File: config.mk
export PLATFORM = sky130hd
export DESIGN_NAME = asmd_mult_sequencer
export DESIGN_NICKNAME = d
export VERILOG_FILES = /design/src/rtl/asmd_mult_sequencer.sv
export SDC_FILE = /design/constraint.sdc
export NUM_CORES = 1
export LEC_CHECK = 0
export CORE_UTILIZATION = 50
export CTS_BUF_LIST = sky130_fd_sc_hd__clkbuf_2
export DETAILED_ROUTE_END_ITERATION = 16
export GPL_ROUTABILITY_DRIVEN = 0
export GPL_TIMING_DRIVEN = 0
export HOLD_SLACK_MARGIN = 0.1
export PLACE_DENSITY = 0.83
export SLEW_MARGIN = 20
export SYNTH_ARGS = -nofsm -noshare
export SYNTH_HDL_FRONTEND = slang
export SYNTH_SLANG_ARGS = --single-unit
File: constraint.sdc
create_clock -name clk -period 7.3 [get_ports clk]
set_input_delay 1.095 -clock clk [delete_from_list [all_inputs] [get_ports clk]]
set_output_delay 1.095 -clock clk [all_outputs]
set_load 0.02 [all_outputs]
File: src/rtl/asmd_mult_sequencer.sv
// asmd_mult_sequencer
// Operand sequencer that sits in front of an asmd_multiplier. Operand pairs
// are buffered in a small FIFO and launched one at a time through the
// multiplier's start/ready handshake. Each product is captured into a result
// register that is offered to the consumer with a valid/ack handshake.
//
// Optional feature: define ASMD_SEQ_COUNT_EN to add the 16-bit done_count
// output, which counts accepted results and wraps from 0xFFFF to 0x0000.

module asmd_mult_sequencer #(
    parameter int word_length = 8,
    parameter int FIFO_DEPTH  = 4
) (
    input  logic                       clk,
    input  logic                       reset,
    input  logic                       in_valid,
    output logic                       in_ready,
    input  logic [word_length-1:0]     in_a,
    input  logic [word_length-1:0]     in_b,
    output logic [word_length-1:0]     mul_word0,
    output logic [word_length-1:0]     mul_word1,
    output logic                       mul_start,
    input  logic                       mul_ready,
    input  logic [2*word_length-1:0]   mul_product,
    output logic                       res_valid,
    output logic [2*word_length-1:0]   res_product,
`ifdef ASMD_SEQ_COUNT_EN
    output logic [15:0]                done_count,
`endif
    input  logic                       res_ack
);

    localparam int PTR_W = (FIFO_DEPTH > 1) ? $clog2(FIFO_DEPTH) : 1;
    localparam int CNT_W = $clog2(FIFO_DEPTH + 1);
    localparam logic [CNT_W-1:0] CNT_FULL = CNT_W'(FIFO_DEPTH);

    typedef enum logic [2:0] {
        ST_IDLE      = 3'd0,
        ST_LAUNCH    = 3'd1,
        ST_WAIT_BUSY = 3'd2,
        ST_WAIT_DONE = 3'd3,
        ST_HOLD      = 3'd4
    } state_t;

    // FIFO storage and bookkeeping
    logic [word_length-1:0] mem_a_r [FIFO_DEPTH];
    logic [word_length-1:0] mem_b_r [FIFO_DEPTH];
    logic [PTR_W-1:0]       wr_ptr_r;
    logic [PTR_W-1:0]       rd_ptr_r;
    logic [CNT_W-1:0]       count_r;
    logic [CNT_W-1:0]       count_next_s;
    logic                   in_ready_r;
    logic                   push_s;
    logic                   pop_s;

    // Sequencer state and registered outputs
    state_t                   state_r;
    logic [word_length-1:0]   mul_word0_r;
    logic [word_length-1:0]   mul_word1_r;
    logic                     mul_start_r;
    logic                     res_valid_r;
    logic [2*word_length-1:0] res_product_r;

    // Push only when the registered ready flag is high; pop only when the
    // sequencer is idle, data is queued, the multiplier is free and no
    // result is still waiting for the consumer.
    always_comb begin
        push_s = in_valid && in_ready_r;
        pop_s  = (state_r == ST_IDLE) && (count_r != {CNT_W{1'b0}}) &&
                 mul_ready && !res_valid_r;
    end

    // Next occupancy: push+pop together leaves the count unchanged.
    always_comb begin
        count_next_s = count_r;
        case ({push_s, pop_s})
            2'b10:   count_next_s = count_r + CNT_W'(1);
            2'b01:   count_next_s = count_r - CNT_W'(1);
            default: count_next_s = count_r;
        endcase
    end

    // FIFO data write; contents need no reset because the count gates reads.
    always_ff @(posedge clk) begin
        if (push_s) begin
            mem_a_r[wr_ptr_r] <= in_a;
            mem_b_r[wr_ptr_r] <= in_b;
        end
    end

    // FIFO pointers, occupancy and the registered ready flag.
    // in_ready is derived from the next count so that a pop never opens a
    // combinational path to in_ready; a slot freed while full is offered
    // only on the following cycle.
    always_ff @(posedge clk) begin
        if (reset) begin
            wr_ptr_r   <= {PTR_W{1'b0}};
            rd_ptr_r   <= {PTR_W{1'b0}};
            count_r    <= {CNT_W{1'b0}};
            in_ready_r <= 1'b1;
        end else begin
            if (push_s) begin
                wr_ptr_r <= wr_ptr_r + PTR_W'(1);
            end
            if (pop_s) begin
                rd_ptr_r <= rd_ptr_r + PTR_W'(1);
            end
            count_r    <= count_next_s;
            in_ready_r <= (count_next_s != CNT_FULL);
        end
    end

    // Launch/complete sequencer with registered handshake outputs.
    // Operand words stay stable from launch until the next pop.
    always_ff @(posedge clk) begin
        if (reset) begin
            state_r       <= ST_IDLE;
            mul_word0_r   <= {word_length{1'b0}};
            mul_word1_r   <= {word_length{1'b0}};
            mul_start_r   <= 1'b0;
            res_valid_r   <= 1'b0;
            res_product_r <= {(2*word_length){1'b0}};
        end else begin
            case (state_r)
                ST_IDLE: begin
                    if (pop_s) begin
                        mul_word0_r <= mem_a_r[rd_ptr_r];
                        mul_word1_r <= mem_b_r[rd_ptr_r];
                        mul_start_r <= 1'b1;
                        state_r     <= ST_LAUNCH;
                    end
                end
                ST_LAUNCH: begin
                    mul_start_r <= 1'b0;
                    state_r     <= ST_WAIT_BUSY;
                end
                ST_WAIT_BUSY: begin
                    if (!mul_ready) begin
                        state_r <= ST_WAIT_DONE;
                    end
                end
                ST_WAIT_DONE: begin
                    if (mul_ready) begin
                        res_product_r <= mul_product;
                        res_valid_r   <= 1'b1;
                        state_r       <= ST_HOLD;
                    end
                end
                ST_HOLD: begin
                    if (res_ack) begin
                        res_valid_r <= 1'b0;
                        state_r     <= ST_IDLE;
                    end
                end
                default: begin
                    mul_start_r <= 1'b0;
                    res_valid_r <= 1'b0;
                    state_r     <= ST_IDLE;
                end
            endcase
        end
    end

`ifdef ASMD_SEQ_COUNT_EN
    logic [15:0] done_count_r;

    // Count accepted results; natural 16-bit wrap.
    always_ff @(posedge clk) begin
        if (reset) begin
            done_count_r <= 16'd0;
        end else if (res_valid_r && res_ack) begin
            done_count_r <= done_count_r + 16'd1;
        end
    end

    assign done_count = done_count_r;
`endif

    assign in_ready    = in_ready_r;
    assign mul_word0   = mul_word0_r;
    assign mul_word1   = mul_word1_r;
    assign mul_start   = mul_start_r;
    assign res_valid   = res_valid_r;
    assign res_product = res_product_r;

endmodule
# Word-level counts from Yosys, hierarchy flattened

Memories as Yosys holds them, arrays and structs flattened. A register that Yosys moved wholly into a read port is not among the register bits.
Cells that the tools add are included.
W data, S select, Z words.

Equality and inequality tests: 11
Bitwise logic cells: 2
Muxes and demuxes: 13
Add/sub/neg operators: 4
Reduce and logical (&&, ||, !) cells: 14

Operator list:

| kind                  | number |
|---|---|
| $pmux W3 S5           | 1 |
| $mux W3               | 4 |
| $ne A2 B2 Y1 const B  | 4 |
| $eq A3 B2 Y1 const B  | 2 |
| $pmux W3 S2           | 1 |
| $reduce_and A2 Y1     | 3 |
| $reduce_or A3 Y1      | 2 |
| $mux W1               | 5 |
| $add A2 B1 Y2 const B | 2 |
| $logic_and A1 B1 Y1   | 4 |
| $reduce_and A4 Y1     | 1 |
| $add A3 B1 Y3 const B | 1 |
| $eq A3 B1 Y1 const B  | 1 |
| $eq A3 B3 Y1 const B  | 1 |
| $logic_not A3 Y1      | 1 |
| $ne A3 B3 Y1 const B  | 1 |
| $pmux W1 S3           | 1 |
| $reduce_and A3 Y1     | 1 |
| $reduce_bool A3 Y1    | 1 |
| $sub A3 B1 Y3 const B | 1 |
| $eq A2 B1 Y1 const B  | 1 |
| $eq A2 B2 Y1 const B  | 1 |
| $not A1 Y1            | 2 |
| $pmux W1 S2           | 1 |
| $logic_not A1 Y1      | 1 |

RAM bits: 64
Output and inout port bits: 35
Memories: 2
Register bits after elaboration: 29

Memory list:

| name    | depth | width | read ports | clocked after memory_dff | write ports | RTL line | RTL |
|---|---|---|---|---|---|---|---|
| mem_a_r | 4     | 8     | 1          | 1                        | 1           | 46       | `logic [word_length-1:0] mem_a_r [FIFO_DEPTH];` |
| mem_b_r | 4     | 8     | 1          | 1                        | 1           | 47       | `logic [word_length-1:0] mem_b_r [FIFO_DEPTH];` |

# Depth between registers and ports, before layout

Depth in word-level cells: 7
Gate-level depth with buffers: 11

# Worst setup path after synthesis

OpenSTA, ideal clock, no wires.

Path kind: input to register
Start point: in mul_ready
End point: reg in_ready_r (netlist: in_ready)
Setup time: 0.120 ns
Stages on the path: 10
Data arrival time: 3.449 ns
Required time: 7.180 ns
Slack: 3.731 ns
Path buffers: 1
Path through: or4b_4 buf_6 or3_4 inv_1 ha_1 inv_1 fa_1 xor2_1 or3_1 a211o_1

Word-level cells in the longest chain between the ends: 5
Elaborated cells on any way between the ends: 6
Classes of those cells: eq/ne (3); mux (1); reduce/logical (2)

Ends and longest elaborated chain:

| what                                         | RTL line | RTL |
|---|---|---|
| start, declared                              | 23       | `input logic mul_ready,` |
| $logic_and A1 B1 Y1 (*)                      | 69       | `pop_s = (state_r == ST_IDLE) && (count_r != {CNT_W{1'b0}}) &&` |
| $logic_and A1 B1 Y1 (*)                      | 70       | `mul_ready && !res_valid_r;` |
| named net pop_s                              | 54       | `logic pop_s;` |
| $eq A2 B1 Y1 or $eq A2 B2 Y1 (tied branches) | 76       | `case ({push_s, pop_s})` |
| $pmux W3 S2 (*)                              | 76       |  |
| $ne A3 B3 Y1 (*)                             | 109      | `in_ready_r <= (count_next_s != CNT_FULL);` |
| end signal, assigned                         | 109      |  |
| end, declared                                | 52       | `logic in_ready_r;` |

Mark *: on every way through the listed nets, which the timed path passes. The rest lies on a longest branch.
A chain may end at the register's enable or synchronous reset.

# Worst setup path after layout

Ends and elaborated chain as after synthesis.

==> reports/results.txt <==
CP max stage delay: 0.57 ns
Initial antenna violation count: 0
Most frequent cell after synthesis: edfxtp_1
Hold WC Path Type: reg -> reg
Synth-to-Final Area Change: 22.0%
MaxCap Viol Count: 0
Post-Synthesis Cells: 312
DP HPWL: 5840 um
Setup TNS Final: 0 ns
Via density: 5.60
Leak Pwr: 1.73 nW
Htree depth: 3
Grt ovf: 0
Overall Global Routing Usage: 19.8%
Placeable Area: 0.00830 mm2
Fin util: 63.5%
Period utilization: 50.3%
Clock Sinks: 109
Setup Viol. Count Final: 0
Largest net degree at the start of global routing: 19
Crit-path most repeated cell: inv_1
CP required: 7.81 ns
NetSw: 0.499 mW
Share of cells above drive strength 1: 11.6%
Crit path buf inv count: 4
Slowest cell on crit path: clkdlybuf4s50_1
Final Skew: 0.0173 ns
Endpoints failing hold: 0
PostCTS Resize Cnt: 0
Layout Nets: 436
Multi-input gate area: 0.00134 mm2
Slew Limit Fails: 0
Top delay family on crit path: simple AND/OR/NAND/NOR gates
Port bufs: 70
Clock power share: 18.1%
Via count of the routed design: 2816
Commonest cells post-synth: edfxtp_1 (64), dfxtp_1 (45), a21oi_1 (38), nand2_1 (34), clkbuf_1 (18)
Seq/Total Area, Yosys: 65.4%
Ys async rst share: 0%
Setup Slack @ Placement: 3.03 ns
Clock latency on the worst-skew pair: 0.56 ns
Synth warnings: 0
Iter 0 DRT Violations: 93
CP Launch Type: input port
Combinational power share: 31.7%
CP Max Fanout: 10
Worst setup path category: in -> reg
Status: finished clean
Worst-path clk slew: 0.28 ns
Worst setup margin: 3.63 ns
Mapped Area: 0.00432 mm2
Final WL: 8420 um
Fill cell count: 633
FF/Latch Area: 0.00282 mm2
Beginning of the critical path: mul_ready
Share of the synthesized area in the top cell type: 44.5%
Worst endpoint data arrival time: 4.18 ns
Min-delay src: res_product[1]
Initial DRT Pass Iterations: 4
Period minus WS final: 3.67 ns
Switching Share: 32.7%
Fmax: 272 MHz
Register-to-Register Path Depth: 11
Crit-path cells: clkdlybuf4s50_1 > or4b_4 > buf_6 > or3_4 > inv_1 > ha_1 > inv_1 > fa_1 > xor2_1 > or3_1 > a211o_1
Worst Setup End Kind: flip-flop
Synth top area cells: edfxtp_1 (45%), dfxtp_1 (21%), mux4_2 (8.3%)
Cell-internal power: 1.03 mW
Hold slack final: 0.479 ns
PD cells: 290 mW/mm2
Placed Area: 0.00515 mm2
VDD IR max: 120 uV
Inserted Clock Buffers: 9
Finished Cell Area: 0.00527 mm2
Part of the power in registers: 50.2%
Antenna Nets Post-Route: 0
Main flop type after synthesis: edfxtp_1
Cts hold-fix bufs: 0
Initial Util: 52.0%
Num rows: 33
Slew headroom: 42.7%
Residual DRC: 0
RSZ-0062 raised after global routing: no
First-pass GRT wire length: 13100 um
# IOs: 72
CP Depth: 11
Count of state elements after synthesis: 109
Syn Nets: 355
Non-Filler Instances: 503
Slew @ Worst Pin: 0.859 ns
Placed insts: 487
Worst R2R Start: state_r[1]
Vias in the first global route: 2773
Worst hold path depth: 2
Diodes inserted: 0
Postcts setup bufs: 0
CTS tree: built
Mean Syn Cell Area: 13.8 um2
Clk Tree Root Cell: clkbuf_2
Wire per inst: 16.7 um
Post-synth top area cell: edfxtp_1
Chip width: 94.9 um
Die area: 0.00901 mm2
Yosys cell types: 36
Post-layout total power: 1.53 mW
Post-synth EDFFs: 64
Die Y: 94.9 um
Clock Tree Buf Depth: 2
-- layout make-up --
type | instances | area share (%)
flip-flops and latches | 109 | 53.6
multi-input cells | 168 | 25.4
repair buffers | 70 | 13.3
well taps | 105 | 2.49
plain buffers | 26 | 2.33
clock inverters | 7 | 1.38
clock buffers | 9 | 0.855
inverters | 9 | 0.641
-- placed cells by master (no fill, tap or decap), types with 3 or more instances in the layout --
cell type and instances:
clkdlybuf4s50_1 70, and3_1 5, nand4b_1 17, inv_1 9
nor2b_1 4, o31ai_1 17, buf_2 5, nand2_1 34
inv_6 3, nor3_1 3, mux4_2 16, clkbuf_2 9
ha_1 5, a21oi_1 38, dfxtp_1 45, edfxtp_1 64
nor2_1 5, clkbuf_1 18, o21ai_0 3
-- path summary, 6_finish.rpt --
check        slack [ns]             end
max                3.63        in_ready
min                0.48  res_product[1]
max reg2reg        4.18        in_ready
min reg2reg        0.48  res_product[1]
-- power by group through the flow --
stage / Combinational, mW / Sequential [mW] / Clock (mW)
finish: 0.484 / 0.766 / 0.277
global route: 0.525 / 0.772 / 0.307
CTS: 0.484 / 0.765 / 0.283
detailed placement: 0.482 / 0.779 / 0
global placement: 0.465 / 0.774 / 0
floorplan: 0.288 / 0.806 / 0
-- cells by family (layout without fill, tap and decap cells) --
kind of cell	count (synthesis)	in the layout	share of synthesized area (%)
xor+xnor	3	3	0.609
simple gates	79	79	11.1
fa+ha+maj	6	6	1.91
buf+inv	35	121	3.62
compound gates	62	62	8.58
flops	109	109	65.4
mux	18	18	8.84
-- worst register-to-register path, cell delays in order, from the launching register on --
cell and delay [ns]:
dfxtp_1 0.37, buf_4 0.16, or4b_4 0.53, buf_6 0.16
or3_4 0.39, inv_1 0.07, ha_1 0.17, inv_1 0.06
fa_1 0.38, xor2_1 0.16, or3_1 0.33, a211o_1 0.29
-- sequential cells by signal (all words and copies together), names as in the netlist --
name	flops
count_r	3
in_ready	1
mem_a_r	32
mem_b_r	32
mul_start	1
mul_word0	8
mul_word1	8
rd_ptr_r	2
res_product	16
res_valid	1
state_r	3
wr_ptr_r	2
-- routing by layer --
layer | global-route usage (%) | vias up | wire, um
li1 | - | 1344 | -
met1 | 25.2 | 1354 | 3670
met3 | 3.54 | 9 | 568
met5 | 0 | - | 0
met4 | 7.95 | 0 | 110
met2 | 33.5 | 109 | 4070
Note: power is estimated with default switching activity, not from simulation.
